File: config.mk
export PLATFORM = sky130hd
export DESIGN_NAME = mem_wb_stage
export DESIGN_NICKNAME = d
export VERILOG_FILES = /design/src/rtl/mem_wb_stage.sv
export SDC_FILE = /design/constraint.sdc
export NUM_CORES = 1
export LEC_CHECK = 0
export CORE_MARGIN = 2
export CORE_UTILIZATION = 59
export CTS_CLUSTER_SIZE = 30
export DETAILED_ROUTE_END_ITERATION = 6
export DONT_BUFFER_PORTS = 1
export PLACE_DENSITY = 0.75
export SLEW_MARGIN = 5
export SYNTH_ARGS = -nofsm -noshare
export SYNTH_HDL_FRONTEND = slang
export SYNTH_SLANG_ARGS = --single-unit
File: constraint.sdc
create_clock -name clk -period 3 [get_ports clk]
set_input_delay 0.6 -clock clk [delete_from_list [all_inputs] [get_ports clk]]
set_output_delay 0.6 -clock clk [all_outputs]
set_load 0.05 [all_outputs]
File: src/rtl/mem_wb_stage.sv
// Memory/writeback stage: issues data-memory requests for loads and stores,
// waits for ack with a bounded timeout, and produces register-file writes.
module mem_wb_stage #(
    parameter int ARQ              = 16,
    parameter int MEMORY_ADDR_SIZE = 13,
    parameter int TIMEOUT          = 16
) (
    input  logic                        clk,
    input  logic                        rst,
    input  logic                        valid_in,
    input  logic                        wb_enable_in,
    input  logic                        rd_mem_in,
    input  logic                        wr_mem_in,
    input  logic                        mux_exe_in,
    input  logic [ARQ-1:0]              alu_result_in,
    input  logic [ARQ-1:0]              src3_in,
    output logic                        stall_out,
    output logic                        mem_req,
    output logic                        mem_we,
    output logic [MEMORY_ADDR_SIZE-1:0] mem_addr,
    output logic [ARQ-1:0]              mem_wdata,
    input  logic                        mem_ack,
    input  logic [ARQ-1:0]              mem_rdata,
    output logic                        wr_reg_en,
    output logic [ARQ-1:0]              wb_result,
    output logic                        mem_err
);

    localparam int CW = $clog2(TIMEOUT + 1);
    localparam logic [CW-1:0] CNT_LAST = CW'(TIMEOUT - 1);

    typedef enum logic {
        IDLE,
        ACCESS
    } state_t;

    state_t          state;
    logic [CW-1:0]   cnt;
    logic            wb_en_q;
    logic            mux_q;
    logic [ARQ-1:0]  alu_q;

    // EXE is held whenever a memory access is outstanding
    assign stall_out = (state == ACCESS);

    // Accept, memory handshake, timeout and writeback sequencing
    always_ff @(posedge clk) begin
        if (!rst) begin
            state     <= IDLE;
            cnt       <= '0;
            mem_req   <= 1'b0;
            mem_we    <= 1'b0;
            mem_addr  <= '0;
            mem_wdata <= '0;
            wr_reg_en <= 1'b0;
            wb_result <= '0;
            mem_err   <= 1'b0;
            wb_en_q   <= 1'b0;
            mux_q     <= 1'b0;
            alu_q     <= '0;
        end else begin
            wr_reg_en <= 1'b0;
            mem_err   <= 1'b0;
            unique case (state)
                IDLE: begin
                    if (valid_in) begin
                        if (rd_mem_in || wr_mem_in) begin
                            state     <= ACCESS;
                            cnt       <= '0;
                            mem_req   <= 1'b1;
                            mem_we    <= wr_mem_in;
                            mem_addr  <= alu_result_in[MEMORY_ADDR_SIZE-1:0];
                            mem_wdata <= src3_in;
                            wb_en_q   <= wb_enable_in;
                            mux_q     <= mux_exe_in;
                            alu_q     <= alu_result_in;
                        end else begin
                            wr_reg_en <= wb_enable_in;
                            if (wb_enable_in) begin
                                wb_result <= alu_result_in;
                            end
                        end
                    end
                end
                ACCESS: begin
                    if (mem_ack) begin
                        state     <= IDLE;
                        mem_req   <= 1'b0;
                        wr_reg_en <= wb_en_q & ~mem_we;
                        if (wb_en_q && !mem_we) begin
                            wb_result <= mux_q ? mem_rdata : alu_q;
                        end
                    end else if (cnt == CNT_LAST) begin
                        state   <= IDLE;
                        mem_req <= 1'b0;
                        mem_err <= 1'b1;
                    end else begin
                        cnt <= cnt + 1'b1;
                    end
                end
                default: state <= IDLE;
            endcase
        end
    end

endmodule
==> results by group <==
Synth
  • Mapped Cells: roughly 330
  • EDFF count, synth: 0
  • Post-synth top area share: 43.03%
  • Syn avg cell area: between 8 and 9 µm²
  • Area contributors post-synth: dfxtp_1 43%, mux2i_1 11%, o21ai_0 9.7%
  • Synth cell count leaders: 60 x dfxtp_1, 54 x o21ai_0, 40 x a21oi_1
  • Area leader, netlist: dfxtp_1
  • Yosys warning count: 0
  • Synthesis-stage register bit count: 60
  • Number of library cell types mapped by synthesis: 28
  • Post-synth top flop: dfxtp_1
  • Most frequent cell after synthesis: dfxtp_1
  • Post-Syn Nets: 386
  • Syn Std Cell Area: between 2000 and 3000 µm²
  • Sequential area share after synthesis: 43.03%
  • Async set or reset register ratio after synthesis: 0%

Drt
  • Vias: between 2k and 2.5k
  • Drt drc: 0
  • Vias per cell: between 6 and 7
  • DR iter-0 viols: 160
  • DRT Wirelength: around 6.4 mm
  • Number of antenna-violating nets in the routed design: 0
  • Drt pass-1 iters: 4
  • Drt wl/cell: about 18 µm

STA
  • FMAX: slightly above 500 MHz
  • Worst Slack Setup Final: 1.029 ns
  • RSZ-0062 raised after global routing: false
  • Slew @ Worst Pin: ~0.98 ns
  • Final TNS setup: 0 ns
  • Final period util: between 60 and 70%
  • Worst rel slew slack: around a third
  • Finish-stage setup viols: 0
  • Final hold slack: 0.3972 ns
  • Fin crit period: around 2.0 ns
  • Final Hold Fails: 0
  • Max Slew Vio Count: 0
  • Clock skew: 0.004831 ns

Critical path
  • Setup CP Type: flip-flop to flip-flop
  • Crit end category: flip-flop
  • Required @ worst endpoint: ~3.3 ns
  • Worst Path Max Fanout: 23
  • Worst Setup Start Kind: flip-flop
  • Worst Path Arrival: 2.25 ns

Die
  • Die X: roughly 73 µm
  • Chip Height: slightly above 70 µm
  • Site Rows: 25
  • Die ar.: 5298 µm²
  • I/O pin count: between 100 and 150
  • Core box area: between 4000 and 5000 µm²
  • Initial core utilization: about three fifths

Placement
  • Post-DP HPWL: between 3 and 4 mm
  • Pre-CTS WS: roughly 1.1 ns
  • Routability cong.: just over 0.8
  • Placed cells: around 340
  • Port Buffers: 0

Pwr
  • Sw Share: between 20 and 30%
  • Int Pwr: about 0.0013 W
  • VDD IR max: between 0.0003 and 0.0004 V
  • NetSw: approximately 0.00054 W
  • Clock group share of total power: 37.5%
  • LEAKAGE: ~1.1 nW
  • Part of the power in registers: between 50 and 60%
  • Logic pwr share: under 10%
  • Total power: between 0.0015 and 0.002 W
  • PwrDens: roughly 640 nW/µm²

Clocking
  • Root buffer cell: clkbuf_8
  • Later-pin clock latency in the skew report: ~0.34 ns
  • Post-CTS Hold Fix Bufs: 0
  • Clk slew on worst S/H paths: 0.06 ns
  • Post-CTS sizing: 0
  • CTS tree: done
  • Clock tree buffer depth: 2
  • Clock H-tree levels: 3
  • Setup repair bufs after CTS: 0
  • Inserted Clock Buffers: 9
  • Sink Count: 60

GRT
  • GRT Max-Usage Layer: met2
  • First-pass GRT wire length: about 10 mm
  • GR Overflow Total: 0
  • Vias in the first global route: between 2k and 2.5k
  • Grt met1 use: 30.30%
  • Initial antenna violation count: 0
  • Routing usage on met3: about a tenth
  • Met2 usage: 37.58%
  • Global Route Usage Sum: around a quarter
  • Largest net degree at the start of global routing: 39

Run status
  • Run status: finished, final reports clean

Cells and area
  • Syn-to-layout area delta: 2.869%
  • N_diodes: 0
  • Nets@finish: 359
  • Fin cells: ~360
  • Proportion of layout cells with a drive suffix above 1: a little under a tenth

Flow run
  • Max-Cap Viols: 0

Worst hold path
  • Min-delay worst type: input pin to flip-flop
stage by stage:
step	util, %	instance area, µm²
2_1_floorplan	-	2791
3_3_place_gp	57.97	2684
3_5_place_dp	57.97	2684
4_1_cts	62.03	2872
5_1_grt	62.03	2872
6_report	62.03	2872
power groups by stage:
| stage | Clock [W] | Combinational, W | Sequential [W] |
|---|---|---|---|
| floorplan | 0 | 0.000195 | 0.000945 |
| global placement | 0 | 0.000162 | 0.000991 |
| detailed placement | 0 | 0.000165 | 0.000992 |
| CTS | 0.000697 | 0.000165 | 0.000974 |
| global route | 0.000729 | 0.000183 | 0.000979 |
| finish | 0.000685 | 0.000165 | 0.000974 |
cell families after synthesis:
family | share of synthesized area (%)
AOI/OAI and AO/OA | 22.41
xor gates and xnor gates | 0.3138
adders and majority gates | 0.8963
buffers and inverters | 9.009
DFF | 43.03
muxes | 11.47
and+or+nand+nor | 12.86
cells in the final DEF (no fill, tap or decap), drive strengths merged:
master	n
nor3b	1
or3b	1
nand3	35
nand4b	1
nand2b	2
o21ai	54
nor2b	1
buf	7
inv	3
nand3b	1
a21o	16
dfxtp	60
clkbuf	14
or3	1
nor2	3
mux2i	32
a31oi	2
and3	1
clkinv	1
and4b	2
ha	2
xnor2	1
or2	1
a21oi	40
nand2	20
o211ai	3
metal layers:
layer,vias to the layer above,share of wire (%)
met2,95,45
met3,11,9.2
met5,-,0
met4,0,1.9
met1,1023,44
li1,1091,-
worst paths after layout:
kind / to / slack [ns] / start / depth (start not counted)
hold reg to reg: alu_q[13] / 0.48 / alu_q[13] / 2
hold / removal: mem_wdata[5] / 0.40 / src3_in[5] / 2
setup / recovery: cnt[3] / 1.03 / stall_out / 4
setup reg to reg: cnt[3] / 1.03 / stall_out / 4
area by class of cell:
| class | count | area (µm²) |
|---|---|---|
| clock buffers | 14 | 182.7 |
| clock inverters | 1 | 5.005 |
| fillers | 406 | 1758 |
| inverters | 3 | 11.26 |
| multi-input cells | 220 | 1350 |
| flip-flops and latches | 60 | 1202 |
| well taps | 54 | 67.56 |
| repair buffers | 7 | 52.55 |
critical path, cell delays in order (launching register included):
cell and delay [ns]:
dfxtp_2 0.54, buf_4 0.39, or3b_4 0.46, or3_1 0.36, a21oi_1 0.14
registers in the layout, indices dropped and copies added, names as in the netlist:
name and count:
mem_addr 12, alu_q 4, mem_wdata 16, wb_en_q 1
wb_result 16, mux_q 1, cnt 5, mem_err 1
stall_out 1, mem_req 1, wr_reg_en 1, mem_we 1
Note: power is estimated with default switching activity, not from simulation.
